--- config.mk ---
export PLATFORM = sky130hd
export DESIGN_NAME = scan_decoder
export DESIGN_NICKNAME = d
export VERILOG_FILES = /design/src/rtl/scan_decoder.sv
export SDC_FILE = /design/constraint.sdc
export NUM_CORES = 1
export LEC_CHECK = 0
export CELL_PAD_IN_SITES_DETAIL_PLACEMENT = 0
export CELL_PAD_IN_SITES_GLOBAL_PLACEMENT = 2
export CORE_MARGIN = 2
export CORE_UTILIZATION = 33
export CTS_BUF_LIST = sky130_fd_sc_hd__clkbuf_8
export DETAILED_ROUTE_END_ITERATION = 8
export GPL_TIMING_DRIVEN = 1
export PLACE_DENSITY_LB_ADDON = 0.1
export SLEW_MARGIN = 20
export SYNTH_ARGS = -nofsm -noshare
export SYNTH_HDL_FRONTEND = slang
export SYNTH_SLANG_ARGS = --single-unit
--- constraint.sdc ---
create_clock -name clk -period 2.6 [get_ports clk]
set_input_delay 0.39 -clock clk [delete_from_list [all_inputs] [get_ports clk]]
set_output_delay 0.39 -clock clk [all_outputs]
set_load 0.005 [all_outputs]
--- src/rtl/scan_decoder.sv ---
// Registered N-to-2^N one-hot decoder with enable and a prescaled auto-scan mode
// for digit/row multiplexing (7-segment anodes, keypad column strobes).
module scan_decoder #(
   parameter int unsigned SEL_W      = 2,
   parameter int unsigned PRESCALE   = 4,
   parameter int unsigned ACTIVE_LOW = 0
) (
   input  logic                  clk,
   input  logic                  rst_n,
   input  logic                  en,
   input  logic                  mode,
   input  logic [SEL_W-1:0]      in,
   output logic [2**SEL_W-1:0]   out,
   output logic [SEL_W-1:0]      sel_cur,
   output logic                  wrap
);

   localparam int unsigned OUT_W = 2 ** SEL_W;
   localparam int unsigned PRE_W = (PRESCALE > 1) ? $clog2(PRESCALE) : 1;
   localparam bit          ACT_LO = (ACTIVE_LOW != 0);

   typedef enum logic [1:0] {StOff, StManual, StScan} state_e;

   state_e             state_q, state_d;
   logic [PRE_W-1:0]   pre_q, pre_d;
   logic [SEL_W-1:0]   sel_q, sel_d;
   logic [OUT_W-1:0]   out_q, out_d;
   logic               wrap_q, wrap_d;
   logic [OUT_W-1:0]   dec;

   always_comb begin
      state_d = StOff;
      if (en) state_d = mode ? StScan : StManual;
   end

   always_comb begin
      pre_d  = '0;
      sel_d  = '0;
      wrap_d = 1'b0;
      unique case (state_d)
         StManual: sel_d = in;
         StScan: begin
            if (state_q != StScan) begin
               sel_d = '0;
            // Widen to 32 bits so the terminal-count compare never truncates.
            end else if (32'(pre_q) == PRESCALE - 1) begin
               sel_d  = sel_q + 1'b1;
               wrap_d = (sel_q == {SEL_W{1'b1}});
            end else begin
               pre_d = pre_q + 1'b1;
               sel_d = sel_q;
            end
         end
         default: ;
      endcase
   end

   always_comb begin
      dec        = '0;
      dec[sel_d] = 1'b1;
      if (state_d == StOff) out_d = {OUT_W{ACT_LO}};
      else                  out_d = dec ^ {OUT_W{ACT_LO}};
   end

   always_ff @(posedge clk or negedge rst_n) begin
      if (!rst_n) begin
         state_q <= StOff;
         pre_q   <= '0;
         sel_q   <= '0;
         out_q   <= {OUT_W{ACT_LO}};
         wrap_q  <= 1'b0;
      end else begin
         state_q <= state_d;
         pre_q   <= pre_d;
         sel_q   <= sel_d;
         out_q   <= out_d;
         wrap_q  <= wrap_d;
      end
   end

   assign out     = out_q;
   assign sel_cur = sel_q;
   assign wrap    = wrap_q;

endmodule

==> flow_summary.toml <==
[yosys]
netlist-cell-type-count = 20
ys.warnings.count = 0
synth_async_sr_flop_share_pct = 100
synth_edf_count = 0
synth-xor-area-share_pct = 3.68
yosys.area_share.adder_pct = 7.89
synth_seq_area_share_pct = 57.9
yosys-mux-area-fraction_pct = 2.11
synth_top_flop_cell = "dfrtp_1"
combinational_family_with_the_most_area_after_synthesis = "simple AND/OR/NAND/NOR gates"
synthesis.nets = 46
mappedNetlistArea_um2 = 475
post_synth_and_or_nand_nor_area_fraction_pct = 16.3
ys_ff_latch = 11
post_synth.cell_area_avg_um2 = 12.9
synth_compound_area_share_pct = 10.5
synth_cells = 37

[clock_network]
cts-resized-gates = 0
cts_inserted_buffers = 3
clk_path_buf_depth = 2
cts.hold.buffers_added = 0
clock_insertion_delay_worst_skew_ns = 0.24
clock-sinks = 11
cts.root.buffer_cell = "clkbuf_8"
cts-htree-levels = 1
post-cts-setup-buffers = 0
cts_tree = "yes"
cts.reportedPaths.clkPinSlew_ns = 0.05

[drt]
drt_iter0_markers = 5
post-route-drc-count = 0
wl_met2_um = 419
detail_route.wirelength.met1_um = 395
finalWirelength_um = 909
routedWlPerCell_um = 13.4
route.detailed.vias_per_inst = 4.97
met3_length_um = 58
antenna_violating_nets_post_route = 0
route.top_layer_used = "met4"
first_pass_iters = 3
dr_total_vias = 338

[outcome]
outcome = "complete, no violations"

[timing]
tightestPinTransition_ns = 0.503
layout_worst_path_cycle_share_pct = 61.3
report.final.setup_viol = 0
grt_setup_unrepaired = "no"
period_minus_slack_ns = 1.59
finalClockSkew_ns = 0.00197
slew_headroom_pct = 66.4
hold_viol_final = 0
fin_hold_ws_ns = 0.473
fmax_mhz = 627
timing.final.max_slew_violations = 0
setup_total_negative_slack_ns = 0

[min_path]
worstHoldPathType = "reg2reg"

[critical_path]
critical_path_cell_count = 1
cp.buffers_inverters = 1
regToRegEndpoint = "out[0]"
critical_path.startpoint_type = "flip-flop"
critPathCaptureType = "output pin"
cp_data_arrival_time_ns = 1.20
crit_end = "sel_cur[0]"
crit_fanout = 4
cp_top_family = "buffers and inverters"
critical-path-max-stage-delay_ns = 0.54
setup.worst_path.start = "sel_cur[0]"
cp_cell_sequence = "clkdlybuf4s50_1"
worstRegToRegCells = 4
critPathKind = "reg2out"
critPathSlowestCell = "clkdlybuf4s50_1"
regToRegSetupSlack_ns = 1.16
start_of_the_worst_register_to_register_path = "sel_cur[0]"
timing.critical_path.required_ns = 2.21

[place]
place.gp.congestion = 0.775
detailedPlacementHpwl_um = 692
port_buffers = 12

[grt]
globalRouteOverflowTotal = 0
grt_start_max_net_pins = 12
global_route.usage.total_pct = 13.4
antenna_found_initial = 0
wire_length_of_the_first_global_routing_pass_um = 1660
vias_in_the_first_global_route = 364

[layout]
antenna_cells_inserted = 0
area.growth.synth_to_final_pct = 38.7
post_route_cells_drive_above_1_share_pct = 11.3
nNetsFinal = 63

[die]
floorplan.initialDensity_pct = 36.1
core.rowCount = 13
boundaryPins = 13
fp.dieH_um = 42.0
dieArea_um2 = 1760
die-width_um = 42.0
core_area_um2 = 1320

[power_and_ir_drop]
report.power.total_mw = 0.382
power_density_nw_per_um2 = 579
p_leak_nw = 0.327
irDropWorstVdd_mv = 0.278

[run]
maxCapViolations = 0
where the power goes:
| group | leakage, nW | total [mW] | switching, mW | internal (mW) |
|---|---|---|---|---|
| Combinational | 0.152 | 0.0341 | 0.0149 | 0.0192 |
| Sequential | 0.148 | 0.180 | 0.00328 | 0.177 |
| Clock | 0.0269 | 0.168 | 0.0639 | 0.104 |
sequential cells by signal (all words and copies together), names as in the netlist:
signal and count:
out 4, pre_q 2, sel_cur 2, state_q 2, wrap 1
how the worst min path moves through the flow:
stage                         from  endpoint  cells after the start
after floorplan              rst_n    out[0]                      0
after global placement    pre_q[0]  pre_q[0]                      1
after detailed placement  pre_q[0]  pre_q[0]                      1
after CTS                 pre_q[0]  pre_q[0]                      1
after global routing      pre_q[0]  pre_q[0]                      1
final                     pre_q[0]  pre_q[0]                      1
cells in the mapped netlist, types with 2 or more instances:
cell,count,area [um^2]
nand2_1,3,11.3
ha_1,3,37.5
and2_1,2,12.5
a32o_1,2,20.0
inv_1,2,7.51
dfrtp_1,11,275
through the flow:
step / worst slack (ns) / std cells / cell area, um^2 / utilization (%)
after global placement: 1.01 / 64 / 614 / 46.6
after global routing: 0.969 / 68 / 659 / 50.0
after floorplan: 1.30 / 37 / 475 / -
final: 1.01 / 68 / 659 / 50.0
after detailed placement: 1.00 / 64 / 614 / 46.6
after CTS: 0.996 / 68 / 659 / 50.0
cells in the final DEF, fill, tap and decap left out, drive strengths merged:
master,instances
clkdlybuf4s50,12
dfrtp,11
inv,3
nand2,3
ha,3
clkbuf,3
and2,2
a32o,2
and2b,1
nand4b,1
mux2i,1
nor2,1
a21o,1
xnor2,1
a21oi,1
o21ai,1
nor3b,1
and4b,1
xor2,1
nor3,1
a211oi,1
and3,1
kinds of logic after synthesis:
| group | after synthesis |
|---|---|
| simple gates | 12 |
| flops | 11 |
| compound gates | 6 |
| fa+ha+maj | 3 |
| xor+xnor | 2 |
| buf+inv | 2 |
| mux | 1 |
per-layer routing:
metal	GRT usage, %	vias up
met5	0	-
met4	9.68	0
met3	4.78	5
met2	20.3	13
met1	15.3	158
li1	-	162
final cells by class:
cell class / count / area [um^2]
flip-flops and latches: 11 / 275
inverters: 2 / 7.51
fillers: 119 / 658
clock buffers: 3 / 41.3
multi-input cells: 24 / 193
repair buffers: 12 / 120
well taps: 15 / 18.8
clock inverters: 1 / 3.75
(Power assumes the default switching activity.)
